File: config.mk
export PLATFORM = sky130hd
export DESIGN_NAME = alu_sequencer
export DESIGN_NICKNAME = d
export VERILOG_FILES = /design/src/rtl/alu_sequencer.sv
export SDC_FILE = /design/constraint.sdc
export NUM_CORES = 1
export LEC_CHECK = 0
export BUFFER_PORTS_ARGS = -buffer_cell sky130_fd_sc_hd__clkbuf_2
export CAP_MARGIN = 20
export CORE_MARGIN = 2
export CORE_UTILIZATION = 40
export CTS_BUF_LIST = sky130_fd_sc_hd__clkbuf_4 sky130_fd_sc_hd__clkbuf_8
export CTS_CLUSTER_SIZE = 14
export DETAILED_ROUTE_END_ITERATION = 8
export GPL_ROUTABILITY_DRIVEN = 0
export MAX_ROUTING_LAYER = met4
export PLACE_DENSITY = 0.73
export SYNTH_ARGS = -nofsm -noshare
export SYNTH_HDL_FRONTEND = slang
export SYNTH_SLANG_ARGS = --single-unit
File: constraint.sdc
create_clock -name clk -period 1.8 [get_ports clk]
set_input_delay 0.36 -clock clk [delete_from_list [all_inputs] [get_ports clk]]
set_output_delay 0.36 -clock clk [all_outputs]
set_load 0.01 [all_outputs]
File: src/rtl/alu_sequencer.sv
// Multi-cycle controller for the 4-bit datapath: fetches operands from a 4-entry
// register file, drives the external registered ALU, waits out its latency and writes back.
module alu_sequencer #(
    parameter int DATA_W      = 4,
    parameter int ALU_LATENCY = 2
) (
    input  logic              clk,
    input  logic              rst_n,
    input  logic              instr_valid,
    output logic              instr_ready,
    input  logic [11:0]       instr,
    output logic [DATA_W-1:0] alu_a,
    output logic [DATA_W-1:0] alu_b,
    output logic [3:0]        alu_op,
    input  logic [DATA_W:0]   alu_result,
    input  logic              alu_sign,
    output logic              busy,
    output logic              out_valid,
    output logic [DATA_W-1:0] out_data,
    output logic              flag_c,
    output logic              flag_n,
    output logic              flag_z
);

    // Handshake: a transfer happens on a rising edge where instr_valid && instr_ready;
    // instr_ready is high only in IDLE, and instr is don't-care at every other edge.

    typedef enum logic [1:0] {IDLE, DECODE, EXEC, WB} state_t;

    localparam logic [3:0] OP_ADD = 4'd1;
    localparam logic [3:0] OP_SUB = 4'd2;
    localparam logic [3:0] OP_LDI = 4'd3;
    localparam logic [3:0] OP_MOV = 4'd4;
    localparam logic [3:0] OP_OUT = 4'd5;

    state_t            state_q, state_d;
    logic [11:0]       instr_q;
    logic [DATA_W-1:0] regs [4];
    logic [2:0]        cnt_q;

    logic [3:0]        op;
    logic [1:0]        rd, rs;
    logic [DATA_W-1:0] imm;

    assign op  = instr_q[11:8];
    assign rd  = instr_q[7:6];
    assign rs  = instr_q[5:4];
    assign imm = DATA_W'(instr_q[3:0]);

    assign instr_ready = (state_q == IDLE);
    assign busy        = (state_q != IDLE);

    always_comb begin
        state_d = state_q;
        case (state_q)
            IDLE:    if (instr_valid) state_d = DECODE;
            DECODE:  state_d = (op == OP_ADD || op == OP_SUB) ? EXEC : IDLE;
            EXEC:    if (cnt_q <= 3'd1) state_d = WB;
            WB:      state_d = IDLE;
            default: state_d = IDLE;
        endcase
    end

    always_ff @(posedge clk or negedge rst_n) begin
        if (!rst_n) begin
            state_q   <= IDLE;
            instr_q   <= '0;
            cnt_q     <= '0;
            alu_a     <= '0;
            alu_b     <= '0;
            alu_op    <= '0;
            out_valid <= 1'b0;
            out_data  <= '0;
            flag_c    <= 1'b0;
            flag_n    <= 1'b0;
            flag_z    <= 1'b0;
            for (int i = 0; i < 4; i++) regs[i] <= '0;
        end else begin
            state_q   <= state_d;
            out_valid <= 1'b0;
            case (state_q)
                IDLE: begin
                    if (instr_valid) instr_q <= instr;
                end
                DECODE: begin
                    case (op)
                        OP_ADD, OP_SUB: begin
                            alu_a  <= regs[rd];
                            alu_b  <= regs[rs];
                            alu_op <= op;
                            cnt_q  <= 3'(ALU_LATENCY);
                        end
                        OP_LDI: begin
                            regs[rd] <= imm;
                            flag_z   <= (imm == '0);
                        end
                        OP_MOV: begin
                            regs[rd] <= regs[rs];
                            flag_z   <= (regs[rs] == '0);
                        end
                        OP_OUT: begin
                            out_data  <= regs[rd];
                            out_valid <= 1'b1;
                        end
                        default: ;
                    endcase
                end
                EXEC: begin
                    cnt_q <= cnt_q - 3'd1;
                end
                WB: begin
                    // SUB returns magnitude in the low bits; ADD returns carry in the MSB.
                    regs[rd] <= alu_result[DATA_W-1:0];
                    if (op == OP_ADD) flag_c <= alu_result[DATA_W];
                    else              flag_n <= alu_sign;
                    flag_z <= (alu_result[DATA_W-1:0] == '0);
                    alu_op <= '0;
                end
                default: ;
            endcase
        end
    end

endmodule

==> reports/qor.csv, run 1 <==
metric,value,unit
number of synthesized flops with an enable pin,0,
startpoint types,register,
"delay-heaviest family, CP",simple AND/OR/NAND/NOR gates,
vias per cell,5.290,
crit path cell chain,or3b_4 > nor4bb_4 > buf_6 > mux2_1,
simple-gate share of the synthesized area,0.09100,
post-DP HPWL,3953,µm
Reg2Reg Setup Slack,0.05,ns
crit path buf inv count,1,
Routed WL,5398,µm
critical path capture point,out_data[1]$_DFFE_PN0P_,
area grow syn2layout,19.25,%
die height,85.03,µm
Die Span X,85.03,µm
Yosys cell types,41,
clock root cell,clkbuf_8,
pwr dens,1670,nW/µm²
Reg2Reg Depth,4,
largest net degree at the start of global routing,54,
Crit path arrival time,1.95,ns
clk slew on worst S/H paths,0.10,ns
share of cells above drive strength 1,0.3813,
Final Hold Viols,0,
H-Tree Depth,2,
worst reg2reg path startpoint,instr_q[9]$_DFFE_PN0P_,
Yosys top cell area share,0.5050,
CTS Buf Count,5,
Sink Count,53,
power after layout,5.231,mW
"slowest stage delay, CP",0.43,ns
Mean Syn Cell Area,13.07,µm²
Setup CP Type,reg2reg,
LEAKAGE,1.430,nW
starting density of the core,0.4136,
fin nets,279,
top routing layer in use,met4,
fin crit period,1.749,ns
Max-slew headroom,0.6987,
Critical Path Sink Type,register,
ys async rst share,1.000,
Worst-Margin Slew,0.4519,ns
multiplexer share of the synthesized area,0.2992,
final period utilization,0.9717,
WP data required,2.00,ns
routed length per instance,16.16,µm
post-synth top area cell,dfrtp_1,
Synth area leaders,"dfrtp_1, mux2_1, mux4_2",
Post-synth top flop,dfrtp_1,
initial antenna violation count,0,
Synth Cell Area,2626,µm²
number of DRC markers in iteration 0,172,
DRC violations left,0,
metal3 WL,256,µm
max-cap viol count,0,
XOR/XNOR Fraction of Synth Area,0.006670,
Clock Skew,0.008379,ns
CTS tree,done,
total gr overflow,0,
Ant. Diodes,0,
Synth Warn #,0,
number of synthesized register bits,53,
Syn Nets,224,
Slew Limit Fails,0,
Worst-Skew Late Latency,0.31,ns
Placement Rows,29,
number of setup violations in the final report,0,
Final Util,0.4932,
CP Depth,4,
largest family of logic cells by synthesized area,multiplexers,
CTS Buffer Depth,2,
GRT Total Usage,0.1623,
r2r endpoint,out_data[1]$_DFFE_PN0P_,
met2 WL post-DR,2526,µm
IO Pins,43,
RSZ-0062 raised after global routing,true,
Fmax,571.7,MHz
Die ar.,7230,µm²
antenna violation net count after detailed routing,0,
first-pass GRT wire length,8963,µm
cells after synthesis,201,
register area share after synthesis,0.5050,
Met1 Wirelength,2550,µm
adder-cell share of the synthesized area,0.009528,
VDD IR-drop max,0.0008983,V
DRT Pass-1 Iters,4,
core area,6350,µm²
Worst Path Max Fanout,5,
Worst Setup SP,instr_q[9]$_DFFE_PN0P_,
Slowest cell on crit path,dfrtp_1,
HP Class,in2async,
status,"finished, final reports clean",
Synth Area in Compound Gates,0.03716,
port bufs,42,
vias in the first global route,1675,
total number of vias,1767,
==> where the power goes <==
part           leakage, nW  internal, mW  switching, mW
registers            0.602          1.69          0.553
clock network       0.0445         0.277          0.414
logic                0.784          1.28           1.02
==> worst reg2reg max path: cells and delay by family (launching register included) <==
| family | cells | cell delay [ns] |
|---|---|---|
| DFF | 1 | 0.43 |
| muxes | 1 | 0.32 |
| buffers and inverters | 1 | 0.17 |
| and+or+nand+nor | 2 | 0.73 |
==> registers in the layout, indices dropped and copies added, names as in the netlist, 3 cells and up, named ones only <==
name / cells
regs: 16
alu_a: 4
alu_b: 4
alu_op: 4
cnt_q: 3
instr_q: 12
out_data: 4
==> layout by cell type (no fill, tap or decap), types with 2 or more instances in the layout <==
cell,count
mux2_4,6
a21oi_1,7
dfrtp_1,51
nand3_1,5
nor2_1,8
nand3b_1,2
mux4_2,8
ha_1,2
o21ai_1,4
mux2_1,17
mux2i_4,4
clkbuf_2,42
buf_4,13
and3_1,3
clkbuf_8,5
inv_1,22
mux2i_1,17
dfrtp_2,2
o21ai_0,3
or4_1,2
nand2_1,4
mux2_2,6
==> how the worst min path moves through the flow <==
stage,end,slack [ns],cells past startpoint
floorplan,async pin,0.06,0
global placement,cnt_q[0]$_DFFE_PN0P_,0.38,2
detailed placement,cnt_q[0]$_DFFE_PN0P_,0.38,2
CTS,cnt_q[0]$_DFFE_PN0P_,0.04,2
global route,alu_op[0]$_DFFE_PN0P_,0.04,2
finish,cnt_q[0]$_DFFE_PN0P_,0.03,2
==> metrics by stage <==
stage / instance area [µm²] / setup WS (ns) / cells / hold slack (ns) / setup TNS (ns)
floorplan: 2626 / 0.1426 / 201 / 0.06441 / 0
global placement: 3002 / 0.06033 / 325 / 0.3769 / 0
detailed placement: 3002 / -0.005021 / 325 / 0.3787 / -0.007542
CTS: 3093 / 0.04870 / 333 / 0.04054 / 0
global route: 3132 / -0.006787 / 334 / 0.04185 / -0.01877
finish: 3132 / 0.05093 / 334 / 0.02899 / 0
==> what timing repair did <==
item | CTS | global route
setup buffers | 0 | 1
endpoints found under the setup margin | 6 | 8
pin swaps | 0 | 2
gates resized for setup | 1 | 7
hold buffers | 0 | 0
==> layer usage <==
metal	track usage	vias to the layer above
met1	0.2425	896
met3	0.03113	7
met5	-	-
met2	0.2287	47
li1	-	817
met4	0.04040	0
==> cells by family (layout without fill, tap and decap cells) <==
kind of cell    count (synthesis)  after routing
xor+xnor                        2              2
fa+ha+maj                       2              2
flops                          53             53
compound gates                 18             18
simple gates                   36             36
buf+inv                        32             88
mux                            58             58
==> synth_stat cells, types with 2 or more instances <==
master and instances:
mux2_4 5, a21oi_1 7, inv_1 22, or4_1 2, o21ai_0 3, and3_1 3, nor2_1 8, buf_2 6
mux2i_4 4, o21ai_1 4, mux4_2 8, mux2_2 6, nand3_1 5, nand3b_1 2, dfrtp_1 53, nand2_1 4
ha_1 2, mux2_1 18, mux2i_1 17
==> area by class of cell <==
| class | count | area (µm²) |
|---|---|---|
| clock buffers | 5 | 68.82 |
| clock inverters | 3 | 21.27 |
| fillers | 541 | 3218 |
| inverters | 23 | 86.33 |
| multi-input cells | 116 | 1191 |
| flip-flops and latches | 53 | 1329 |
| well taps | 77 | 96.34 |
| repair buffers | 57 | 339.1 |
Note: power is estimated with default switching activity, not from simulation.
==> run 2: changes to the inputs <==
PLACE_DENSITY = not set   (was 0.73)
clock period = 1.6 ns   (was 1.8 ns; I/O delays follow)
==> run 2 against run 1 <==
Sequential cell count is the same. Largest cell class unchanged. Critical path depth did not move. Design area is 10% higher. The flow now finishes with violations (negative hold slack, negative setup slack).
==> reports/qor.csv, run 2 (same netlist as run 1, synthesis figures left out) <==
metric,value,unit
status,"complete, but fails checks",
failing checks,"negative hold slack, negative setup slack",
startpoint types,register,
fin nets,306,
Max-slew headroom,0.7243,
Worst-Margin Slew,0.4136,ns
CTS tree,done,
GRT Total Usage,0.1817,
Worst-Skew Late Latency,0.31,ns
vias in the first global route,1921,
fin crit period,1.750,ns
Critical Path Sink Type,register,
area grow syn2layout,31.16,%
total number of vias,1832,
crit path buf inv count,0,
pre-CTS setup slack,-0.1708,ns
Die Span X,85.03,µm
Post-Layout Cell Count,361,
Reg with most FFs,regs,
setup TNS,-2.436,ns
Ant. Diodes,0,
H-Tree Depth,2,
crit path cell chain,mux4_2 > mux2_4 > mux2i_4 > mux2i_1,
Hold WS,-0.009498,ns
WP data required,1.78,ns
vias per cell,5.075,
max-cap viol count,0,
routed length per instance,16.42,µm
dpl cell area,3201,µm²
number of DRC markers in iteration 0,73,
Slowest cell on crit path,mux4_2,
total gr overflow,0,
post-DP HPWL,4298,µm
pwr dens,1955,nW/µm²
"commonest non-fill, non-tap cell in the layout",dfrtp_1,
"commonest non-fill, non-tap cells in the layout","dfrtp_1, clkbuf_2, buf_4",
core area,6350,µm²
DRC violations left,0,
starting density of the core,0.4136,
Final Hold Viols,7,
power after layout,6.735,mW
Final Util,0.5425,
"slowest stage delay, CP",0.57,ns
clk slew on worst S/H paths,0.09,ns
number of setup violations in the final report,23,
fillers,535,
RSZ-0062 raised after global routing,true,
Clock Skew,0.009373,ns
VDD IR-drop max,0.001015,V
top flop regs,"regs x16, instr_q x12",
LEAKAGE,1.597,nW
min setup slack post-route,-0.1498,ns
Die ar.,7230,µm²
Fmax,571.5,MHz
clock root cell,clkbuf_8,
CTS Buffer Depth,2,
first-pass GRT wire length,9742,µm
Slew Limit Fails,0,
Sink Count,53,
"delay-heaviest family, CP",multiplexers,
CTS Buf Count,5,
Worst Path Max Fanout,5,
die height,85.03,µm
initial antenna violation count,0,
Crit path arrival time,1.93,ns
largest net degree at the start of global routing,54,
number of flip-flops under the largest register name,16,
port bufs,42,
IO Pins,43,
Setup CP Type,reg2reg,
share of cells above drive strength 1,0.4683,
final period utilization,1.094,
Post-Place Cells,348,
design area,3445,µm²
Placement Rows,29,
DRT Pass-1 Iters,6,
HP Class,in2async,
antenna violation net count after detailed routing,0,
Routed WL,5927,µm
==> run 2: cell count changes in the layout (fill, tap and decap cells not counted), moves of 2 or more <==
cell	previous run	this run
buf_6	1	6
buf_12	1	3
mux2_4	6	10
buf_4	13	33
mux2_1	17	13
==> run 2: final timing paths <==
path                                         from                      end  slack [ns]  cells after the start
max                        instr_q[4]$_DFFE_PN0P_      regs[7]$_DFFE_PN0P_       -0.15                      4
min in group clk                         instr[9]   instr_q[9]$_DFFE_PN0P_        0.22                      3
max reg2reg                instr_q[4]$_DFFE_PN0P_      regs[7]$_DFFE_PN0P_       -0.15                      4
max in group asynchronous                   rst_n   instr_q[6]$_DFFE_PN0P_        1.34                      2
min                                         rst_n  out_data[0]$_DFFE_PN0P_      -0.009                      2
min reg2reg                  alu_a[1]$_DFFE_PN0P_     alu_a[1]$_DFFE_PN0P_        0.50                      1
==> run 2: final cells by class <==
type / count / area, µm² / area share
flip-flops and latches: 53 / 1329 / 0.3858
well taps: 77 / 96.34 / 0.02797
repair buffers: 84 / 585.6 / 0.1700
clock inverters: 2 / 37.54 / 0.01090
clock buffers: 6 / 82.58 / 0.02397
multi-input cells: 116 / 1227 / 0.3563
inverters: 23 / 86.33 / 0.02506
==> run 2: power breakdown <==
group	leakage (nW)	switching [mW]	internal (mW)
registers	0.602	0.546	1.91
logic	0.938	1.39	1.94
clock network	0.0574	0.439	0.509
==> run 2: layer usage <==
metal	vias up	wire length, µm	GRT usage
li1	871	-	-
met1	916	2852	0.2472
met2	43	2788	0.2813
met3	2	252	0.03502
met4	0	34	0.04762
met5	-	0	-
==> run 2: worst reg2reg max path: stages (launching register included) <==
cell and delay (ns):
dfrtp_2 0.45, mux4_2 0.57, mux2_4 0.29, mux2i_4 0.20, mux2i_1 0.12
==> run 2: timing repair <==
item	4_1_cts	5_1_grt
setup buffers	2	3
gates resized for setup	8	12
hold buffers	0	0
pin swaps	2	3
setup endpoints to repair	25	48
==> run 3: changes to the inputs <==
clock period = 2 ns   (was 1.6 ns; I/O delays follow)
==> run 3 against run 2 <==
The flow now finishes without violations. Design area decreased by 11%. Routed wire length decreased by 9.7%. Sequential share of layout area increased by 4.9 points. Core utilization decreased by 6.2 points.
==> reports/qor.csv, run 3 (same netlist as run 1, synthesis figures left out) <==
metric,value,unit
LEAKAGE,1.394,nW
CTS Buffer Depth,2,
starting density of the core,0.4136,
Reg2Reg Setup Slack,0.12,ns
met3 Track Usage GR,0.03307,
CTS Buf Count,5,
Critical Path Sink Type,register,
Worst-Skew Late Latency,0.31,ns
Sink Count,53,
met1 usage,0.2319,
Worst Path Max Fanout,6,
total number of vias,1692,
first-pass GRT wire length,9225,µm
top flop regs,"regs x16, instr_q x12",
clock root cell,clkbuf_8,
number of flip-flops under the largest register name,16,
DRC violations left,0,
Die Span X,85.03,µm
area grow syn2layout,16.15,%
Placement Rows,29,
Post-CTS Repair Setup Buffers,0,
number of setup violations in the final report,0,
RSZ-0062 raised after global routing,false,
layer with the highest usage,met2,
Setup CP Type,reg2reg,
die height,85.03,µm
total gr overflow,0,
largest net degree at the start of global routing,54,
core area,6350,µm²
port bufs,42,
startpoint types,register,
Crit path arrival time,2.07,ns
antenna violation net count after detailed routing,0,
routed length per instance,16.32,µm
H-Tree Depth,2,
setup TNS,0,ns
power after layout,4.483,mW
VDD IR-drop max,0.0006373,V
fin crit period,1.876,ns
Final Util,0.4804,
"commonest non-fill, non-tap cells in the layout","dfrtp_1, clkbuf_2, inv_1",
share of cells above drive strength 1,0.3426,
final period utilization,0.9381,
Fmax,533.0,MHz
fillers,580,
Clock Skew,0.005736,ns
Routed WL,5352,µm
HP Class,in2async,
clk slew on worst S/H paths,0.09,ns
IO Pins,43,
Worst-Margin Slew,0.4288,ns
"commonest non-fill, non-tap cell in the layout",dfrtp_1,
post-DP HPWL,3987,µm
pre-CTS setup slack,0.1259,ns
max-cap viol count,0,
status,"finished, final reports clean",
Slew Limit Fails,0,
post-CTS sizing,0,
CTS tree,done,
dpl cell area,2964,µm²
vias per cell,5.159,
design area,3050,µm²
Reg with most FFs,regs,
min setup slack post-route,0.1237,ns
pwr dens,1470,nW/µm²
initial antenna violation count,0,
Die ar.,7230,µm²
vias in the first global route,1771,
Final Hold Viols,0,
GRT Total Usage,0.1691,
met2 Use GR,0.2621,
Max-slew headroom,0.7141,
number of DRC markers in iteration 0,80,
fin nets,273,
DRT Pass-1 Iters,5,
Ant. Diodes,0,
WP data required,2.19,ns
hold buffer count at cts,0,
run 3: cell types whose count changed in the layout (fill, tap and decap cells not counted), sizes merged:
cell | before | now
buf | 42 | 9
bufinv | 1 | 0
clkbuf | 48 | 47
clkinv | 0 | 2
run 3: worst paths after layout:
check	from	depth (start not counted)	end
min in group clk	instr[9]	3	instr_q[9]$_DFFE_PN0P_
max	instr_q[11]$_DFFE_PN0P_	4	out_data[2]$_DFFE_PN0P_
min reg2reg	out_data[1]$_DFFE_PN0P_	1	out_data[1]$_DFFE_PN0P_
max reg2reg	instr_q[11]$_DFFE_PN0P_	4	out_data[2]$_DFFE_PN0P_
max in group asynchronous	rst_n	2	instr_q[7]$_DFFE_PN0P_
min	rst_n	2	out_valid$_DFF_PN0_
run 3: report_power, final:
group | switching [mW] | total (mW) | internal, mW | leakage, nW
logic | 0.850 | 1.87 | 1.02 | 0.746
registers | 0.491 | 2.01 | 1.52 | 0.604
clock network | 0.357 | 0.599 | 0.243 | 0.0439
total | 1.70 | 4.48 | 2.79 | 1.39
run 3: metrics by stage:
step,hold slack (ns),std cells
2_1_floorplan,0.1044,201
3_3_place_gp,0.4234,320
3_5_place_dp,0.4213,320
4_1_cts,0.08522,328
5_1_grt,0.09186,328
6_report,0.07139,328
run 3: area by class of cell:
cell class                      count  area (µm²)  share of cell area
Sequential cell                    53        1326              0.4348
Multi-Input combinational cell    116        1165              0.3819
Timing Repair Buffer               51       290.3             0.09516
Tap cell                           77       96.34             0.03158
Inverter                           23       86.33             0.02830
Clock buffer                        5       68.82             0.02256
Clock inverter                      3       17.52            0.005742
run 3: worst max-delay path, stage by stage, from the launching register on:
cell and delay, ns:
dfrtp_1 0.47, or3b_1 0.42, nor4bb_1 0.33, buf_4 0.22, mux2_1 0.33
run 3: metal layers:
metal / up-vias / share of wire
met5: - / 0
met4: 0 / 0.0082
met3: 6 / 0.050
met2: 44 / 0.48
met1: 838 / 0.46
li1: 804 / -
